--- src/rtl/bin_to_bcd_conv.sv ---
`default_nettype none
// ============================================================================
//  Module   : bin_to_bcd_conv
//  Purpose  : Sequential double-dabble binary-to-packed-BCD converter feeding
//             the 7-segment display driver. One conversion takes BIN_W shift
//             cycles; inputs above 10^DIGITS-1 saturate and flag overflow.
//  Revision : 1.0  initial release
// ============================================================================
module bin_to_bcd_conv #(
    parameter int BIN_W  = 14,
    parameter int DIGITS = 4
) (
    input  logic                  clk,
    input  logic                  rst,
    input  logic                  in_valid,
    output logic                  in_ready,
    input  logic [BIN_W-1:0]      in_bin,
    output logic                  out_valid,
    input  logic                  out_ready,
    output logic [4*DIGITS-1:0]   out_bcd,
    output logic                  out_ovf
);

    // Largest displayable value, computed at elaboration. It must fit in
    // BIN_W bits or saturation would clip to a wrong value.
    function automatic int unsigned f_pow10(input int n);
        int unsigned p;
        p = 1;
        for (int i = 0; i < n; i++) begin
            p = p * 10;
        end
        return p;
    endfunction

    localparam int unsigned            c_MAX_INT  = f_pow10(DIGITS) - 1;
    localparam logic [BIN_W-1:0]       c_MAX      = c_MAX_INT[BIN_W-1:0];
    localparam int                     CNT_W      = $clog2(BIN_W + 1);
    localparam logic [CNT_W-1:0]       c_CNT_INIT = CNT_W'(BIN_W);
    localparam logic [CNT_W-1:0]       c_CNT_LAST = CNT_W'(1);
    localparam int                     SCR_W      = 4 * DIGITS;

    localparam logic [1:0] S_IDLE  = 2'd0;
    localparam logic [1:0] S_SHIFT = 2'd1;
    localparam logic [1:0] S_DONE  = 2'd2;

    logic [1:0]        r_state;
    logic [1:0]        w_state_nxt;
    logic [BIN_W-1:0]  r_shift;
    logic [SCR_W-1:0]  r_scr;
    logic [CNT_W-1:0]  r_cnt;
    logic              r_ovf_pend;
    logic [SCR_W-1:0]  r_out_bcd;
    logic              r_out_ovf;
    logic [SCR_W-1:0]  w_adj;
    logic [SCR_W-1:0]  w_scr_nxt;
    logic              w_accept;
    logic              w_last;

    assign w_accept  = (r_state == S_IDLE) && in_valid;
    assign w_last    = (r_state == S_SHIFT) && (r_cnt == c_CNT_LAST);
    // Adjusted scratch shifted left, with the next binary bit entering at LSB.
    assign w_scr_nxt = {w_adj[SCR_W-2:0], r_shift[BIN_W-1]};

    // Per-digit add-3 correction; nibbles are independent, no carry between them.
    generate
        for (genvar k = 0; k < DIGITS; k++) begin : g_adj
            assign w_adj[4*k +: 4] = (r_scr[4*k +: 4] >= 4'd5) ?
                                     (r_scr[4*k +: 4] + 4'd3) : r_scr[4*k +: 4];
        end
    endgenerate

    // State register.
    always_ff @(posedge clk or posedge rst) begin
        if (rst) begin
            r_state <= S_IDLE;
        end else begin
            r_state <= w_state_nxt;
        end
    end

    // Next-state logic; a DONE exit never accepts a new input on the same edge.
    always_comb begin
        w_state_nxt = r_state;
        case (r_state)
            S_IDLE:  if (in_valid)  w_state_nxt = S_SHIFT;
            S_SHIFT: if (w_last)    w_state_nxt = S_DONE;
            S_DONE:  if (out_ready) w_state_nxt = S_IDLE;
            default:                w_state_nxt = S_IDLE;
        endcase
    end

    // Handshake outputs decoded from state.
    always_comb begin
        in_ready  = (r_state == S_IDLE);
        out_valid = (r_state == S_DONE);
    end

    // Datapath: load/saturate on accept, shift while converting, publish on last shift.
    always_ff @(posedge clk or posedge rst) begin
        if (rst) begin
            r_shift    <= '0;
            r_scr      <= '0;
            r_cnt      <= '0;
            r_ovf_pend <= 1'b0;
            r_out_bcd  <= '0;
            r_out_ovf  <= 1'b0;
        end else if (w_accept) begin
            r_shift    <= (in_bin > c_MAX) ? c_MAX : in_bin;
            r_ovf_pend <= (in_bin > c_MAX);
            r_scr      <= '0;
            r_cnt      <= c_CNT_INIT;
        end else if (r_state == S_SHIFT) begin
            r_scr   <= w_scr_nxt;
            r_shift <= {r_shift[BIN_W-2:0], 1'b0};
            r_cnt   <= r_cnt - c_CNT_LAST;
            if (w_last) begin
                r_out_bcd <= w_scr_nxt;
                r_out_ovf <= r_ovf_pend;
            end
        end
    end

    assign out_bcd = r_out_bcd;
    assign out_ovf = r_out_ovf;

endmodule
`default_nettype wire

--- config.mk ---
export PLATFORM = sky130hd
export DESIGN_NAME = bin_to_bcd_conv
export DESIGN_NICKNAME = d
export VERILOG_FILES = /design/src/rtl/bin_to_bcd_conv.sv
export SDC_FILE = /design/constraint.sdc
export NUM_CORES = 1
export LEC_CHECK = 0
export ABC_AREA = 1
export CAP_MARGIN = 10
export CORE_UTILIZATION = 54
export CTS_CLUSTER_DIAMETER = 100
export DETAILED_ROUTE_END_ITERATION = 16
export PLACE_DENSITY_LB_ADDON = 0.12
export SLEW_MARGIN = 10
export SYNTH_ARGS = -nofsm -noshare
export SYNTH_HDL_FRONTEND = slang
export SYNTH_SLANG_ARGS = --single-unit
--- constraint.sdc ---
create_clock -name clk -period 2.2 [get_ports clk]
set_input_delay 0.44 -clock clk [delete_from_list [all_inputs] [get_ports clk]]
set_output_delay 0.44 -clock clk [all_outputs]
set_load 0.03 [all_outputs]
==> results of run 1 <==
cell type report:
| class | count | share of cell area (%) |
|---|---|---|
| timing repair buffer | 40 | 12.63 |
| sequential | 54 | 42.35 |
| clock inverter | 1 | 0.1569 |
| inverter | 46 | 5.490 |
| clock buffer | 7 | 2.706 |
| multi-input combinational | 210 | 34.04 |
| tap | 67 | 2.627 |
per-stage QoR:
step	total power, µW	util (%)	cells	hold WS, ns	cell area, µm²
finish	4820	67.11	425	0.4823	3191
detailed placement	4275	65.18	417	0.4647	3099
floorplan	3563	-	320	0.4486	2693
global route	5291	67.11	425	0.5064	3191
CTS	4850	67.11	425	0.4887	3191
global placement	4192	65.18	417	0.4624	3099
flip-flops by register name, indices dropped and copies added (netlist names):
register	cells
r_state	2
r_shift	14
r_ovf_pend	1
r_cnt	4
r_scr	16
out_ovf	1
out_bcd	16
cells by family after synthesis:
logic type	Yosys count	synth area share, %
AND/OR/NAND/NOR	131	20.49
AO/OA/AOI/OAI	66	14.22
buffers and inverters	56	9.479
flip-flops	54	50.19
adder cells (fa/ha/maj)	10	4.647
XOR/XNOR	3	0.9760
worst reg2reg max path, cell delays in order, from the launching register on:
cell	delay, ns
dfrtp_1	0.43
nor2_2	0.13
nand2_2	0.17
nand2_2	0.25
inv_2	0.17
nand2_1	0.08
a21boi_0	0.19
where the power goes:
part           switching, µW  internal [µW]
registers                280           1480
clock network            309            255
logic                   1540            949
total                   2130           2690
worst paths after layout:
path | from | to | slack [ns] | depth (start not counted)
max in group asynchronous | rst | out_bcd[15] | 1.47 | 3
worst max register to register | r_state[0] | r_shift[10] | 0.69 | 6
worst max-delay path | r_state[0] | in_ready | 0.21 | 2
worst min-delay path | rst | out_bcd[11] | 0.48 | 3
worst min register to register | out_bcd[1] | out_bcd[1] | 0.48 | 2
min in group clk | out_bcd[1] | out_bcd[1] | 0.48 | 2
per-layer routing:
layer | share of wire [%] | track usage, % | vias up
li1 | - | - | 1093
met1 | 50 | 32.67 | 954
met2 | 44 | 35.62 | 47
met3 | 3.4 | 4.558 | 12
met4 | 2.0 | 7.843 | 0
met5 | 0 | 0 | -
layout by cell type (no fill, tap or decap), types with 4 or more instances in the layout:
master,count
nand2_1,82
dfrtp_1,54
inv_1,42
clkdlybuf4s50_1,36
o21ai_0,30
nor2_1,20
nand3_1,17
a21oi_1,10
ha_1,10
o21ai_1,6
clkbuf_8,6
o22ai_1,5
o21ai_2,4
==> qor.txt, run 1 <==
Status: complete, no violations
Reg clk slew, reported paths: 0.09 ns
DR DRC count: 0
Die H: 72.62 µm
Synth area leader: dfrtp_1
Post-cts gate resize count: 0
Diodes inserted: 0
Worst min-delay path category: input pin to asynchronous set/reset pin
Worst Path Class, Setup: flop to output pin
Multi-input gate area: 1086 µm²
Core ar.: 4755 µm²
Crit path capture type: output pin
Largest net degree at the start of global routing: 55
Top cell type's share of synthesized area: 50.19%
Syn Nets: 348
Area grow syn2layout: 18.49%
Nets: 385
Initial antenna violation count: 0
Initial Util: 56.63%
Req. time, crit path: 1.76 ns
Via density: 4.955
Initial detailed-routing violation count: 168
Final setup margin: 0.2057 ns
FFs w/ async S/R, synth: 100.0%
Final wirelength: 5.208 mm
CTS Buf Count: 5
First-pass GRT wire length: 9.384 mm
Register area share after synthesis: 50.19%
DRT Pass-1 Iters: 4
RSZ-0062 raised after global routing: false
Synth cell types: 30
Hpwl dp: 3.697 mm
Final Max Slew Viols: 0
Die Wd: 72.62 µm
Pre-CTS setup slack: 0.3494 ns
CTS sink cnt: 54
Clk_lat worst skew: 0.30 ns
# hold bufs at CTS: 0
Syn_area_per_cell: 8.414 µm²
Final period utilization: 90.65%
Cells after Synth: 320
Predominant post-synthesis flop cell: dfrtp_1
Number of synthesized flops with an enable pin: 0
Crit path buf inv count: 1
Maximum clock path buffer count: 2
Clock Skew: 0.003105 ns
Synth top area cells: dfrtp_1 (50%), nand2_1 (11%), inv_1 (6.0%)
Slowest stage delay, CP: 0.68 ns
Cell family with most CP delay: buffers and inverters
Most frequent cells after synthesis: nand2_1 (82), dfrtp_1 (54), inv_1 (43)
Crit-path cells: nor2_2 > clkdlybuf4s50_1
Min cycle time layout: 1.994 ns
Setup-failing EPs final: 0
Vias in the first global route: 2034
Max-cap violations: 0
WL/cell: 12.25 µm
Pleak: 0.001581 µW
Synthesized flop and latch total: 54
Synthesized area: 2693 µm²
Setup_tns: 0 ns
Global Route Usage Sum: 23.06%
IR Drop Worst-Case VDD: 0.0006520 V
Total grt overflow: 0
Crit-path slowest cell: clkdlybuf4s50_1
Syn. warnings: 0
Max-slew headroom: 79.43%
DR vias: 2106
CTS tree: done
FP Rows: 25
Max Fclk: 501.4 MHz
Gpl congestion: 0.8162
Die area: 5273 µm²
Routed Antenna Nets: 0
I/O Buffers: 36
Fillers: 428
Slew @ Worst Pin: 0.3054 ns
Layout cells sized above 1: 7.263%
H-tree Lvls: 2
Post-CTS Setup Bufs: 0
CP startpoint kind: flop
Storage cell area: 1351 µm²
Boundary Pins: 37
CP Max Fanout: 4
Final hold vios: 0
Count leader, synth: nand2_1
CTS root buffer: clkbuf_8
Power Density: 1511 nW/µm²
Arrival time worst endpoint: 1.55 ns
No activity file was read; power rests on OpenSTA's default activity.
==> inputs of run 2 (changes only) <==
--- a/config.mk
+++ b/config.mk
@@ -7,7 +7,7 @@
 export LEC_CHECK = 0
 export ABC_AREA = 1
 export CAP_MARGIN = 10
-export CORE_UTILIZATION = 54
+export CORE_UTILIZATION = 49
 export CTS_CLUSTER_DIAMETER = 100
 export DETAILED_ROUTE_END_ITERATION = 16
 export PLACE_DENSITY_LB_ADDON = 0.12
==> constraint.sdc (replaced) <==
create_clock -name clk -period 1.7 [get_ports clk]
set_input_delay 0.34 -clock clk [delete_from_list [all_inputs] [get_ports clk]]
set_output_delay 0.34 -clock clk [all_outputs]
set_load 0.03 [all_outputs]
==> qor.txt, run 2 (synthesis gave the netlist of run 1 again) <==
Post-cts gate resize count: 2 (+2)
Crit-path slowest cell: clkdlybuf4s50_1
Slew @ Worst Pin: 0.3388 ns (+0.03339 ns)
Worst setup endpoint: out_bcd[14]
Max Fclk: 604.5 MHz
DR DRC count: 0 (unchanged)
Die Wd: 76.13 µm (+4.8%)
Total grt overflow: 0 (unchanged)
CTS Buf Count: 5 (unchanged)
Multi-input gate area: 1086 µm² (unchanged)
Arrival time worst endpoint: 1.31 ns (-0.24 ns)
Non-filler cells, final: 430 (+1.2%)
Post-CTS Setup Bufs: 0 (unchanged)
Boundary Pins: 37 (unchanged)
Power Density: 1892 nW/µm² (+25%)
Crit-path cells: clkdlybuf4s50_1
H-tree Lvls: 2 (unchanged)
Sequential share of power: 37.1% (+0.5 points)
Routed Antenna Nets: 0 (unchanged)
Commonest non-fill, non-tap cell in the layout: nand2_1
Initial antenna violation count: 0 (unchanged)
Die area: 5796 µm² (+9.9%)
Crit path capture type: output pin
CTS tree: done
Gpl congestion: 0.8211 (+0.60%)
WL/cell: 12.59 µm (+2.7%)
Worst Path Class, Setup: flop to output pin
Setup_tns: 0 ns (unchanged)
Largest net degree at the start of global routing: 29 (-47%)
Maximum clock path buffer count: 2 (unchanged)
Final hold vios: 0 (unchanged)
Slowest stage delay, CP: 0.66 ns (-0.02 ns)
Req. time, crit path: 1.36 ns (-0.40 ns)
Overall Power: 6149 µW (+28%)
Hpwl dp: 3.929 mm (+6.3%)
Worst Reg2Reg Path Length in Cells: 5 (-1)
Clk_lat worst skew: 0.30 ns (about the same)
CP Max Fanout: 2 (-2)
Cell count after placement: 423 (+1.4%)
Fillers: 472 (+10%)
CTS sink cnt: 54 (unchanged)
Setup-failing EPs final: 0 (unchanged)
CTS root buffer: clkbuf_8
Initial Util: 51.73% (-4.9 points)
Reg clk slew, reported paths: 0.09 ns (about the same)
Pleak: 0.001814 µW (+15%)
Internal power: 3411 µW (+27%)
RR Startpoint: r_scr[8]
Cell family with most CP delay: buffers and inverters
Core ar.: 5205 µm² (+9.5%)
Nets: 388 (+0.78%)
FP Rows: 26 (+4.0%)
R2R setup slack: 0.17 ns (-0.52 ns)
Capture point of the worst reg-to-reg path: r_scr[10]
Combinational Power Share: 51.9% (+0.2 points)
Min cycle time layout: 1.654 ns
Layout cells sized above 1: 7.500% (+0.24 points)
WP depth: 1 (-1)
DR vias: 2136 (+1.4%)
Diodes inserted: 0 (unchanged)
Final Max Slew Viols: 0 (unchanged)
Status: complete, no violations
IR Drop Worst-Case VDD: 0.0007928 V (+22%)
Die H: 76.13 µm (+4.8%)
Most frequent cells in the layout: nand2_1 (82), dfrtp_1 (54), inv_1 (42)
Worst min-delay path category: input pin to asynchronous set/reset pin
Storage cell area: 1351 µm² (unchanged)
Clock Skew: 0.005124 ns (+0.002019 ns)
Crit path buf inv count: 1 (unchanged)
Via density: 4.967 (+0.25%)
Switch Pwr: 2738 µW (+28%)
Sw Ratio: 44.53% (+0.25 points)
Global Route Usage Sum: 20.41% (-2.6 points)
Max-slew headroom: 77.18% (-2.2 points)
DRT Pass-1 Iters: 4 (unchanged)
CP startpoint kind: flop
First-pass GRT wire length: 9.411 mm (+0.29%)
Max-cap violations: 0 (unchanged)
Area grow syn2layout: 20.68%
I/O Buffers: 36 (unchanged)
Initial detailed-routing violation count: 136 (-19%)
Final wirelength: 5.413 mm (+3.9%)
# hold bufs at CTS: 0 (unchanged)
Final period utilization: 97.31%
Crit. Startpoint: out_bcd[14]
RSZ-0062 raised after global routing: false
Vias in the first global route: 2068 (+1.7%)
Clock network power share: 11.1% (-0.6 points)
run 2: through the flow:
step                area [µm²]  setup slack (ns)  hold slack (ns)  utilization [%]
floorplan                 2693           0.04542           0.4263                -
global placement          3138            0.1508           0.4653            60.29
detailed placement        3138            0.1058           0.4657            60.29
CTS                       3212           0.01101           0.3086            61.71
global route              3249          0.003390           0.3486            62.43
finish                    3249           0.04569           0.3075            62.43
run 2: how the worst min path moves through the flow:
stage,endpoint,slack [ns]
final,out_bcd[11],0.31
after global routing,out_bcd[9],0.35
after CTS,out_bcd[11],0.31
after detailed placement,out_bcd[1],0.47
after global placement,out_bcd[15],0.47
after floorplan,r_state[1],0.43
run 2: area by class of cell:
type / count / share of cell area, %
repair buffers: 43 / 14.56
flip-flops and latches: 54 / 41.59
inverters: 46 / 5.391
multi-input cells: 210 / 33.42
well taps: 70 / 2.695
clock buffers: 7 / 2.349
run 2: layer usage:
metal	share of wire [%]	track usage (%)	vias to the layer above	wire length, µm
li1	-	-	1102	-
met1	48	26.49	992	2580
met2	48	34.64	37	2588
met3	3.3	3.473	5	180
met4	1.1	6.923	0	62
met5	0	0	-	0
run 2: power by group through the flow:
stage | Sequential, µW | Clock (µW) | Combinational, µW
after floorplan | 2610 | 0 | 2000
final | 2280 | 680 | 3190
after CTS | 2290 | 704 | 3250
after detailed placement | 2300 | 0 | 3260
after global placement | 2290 | 0 | 3180
after global routing | 2360 | 755 | 3580
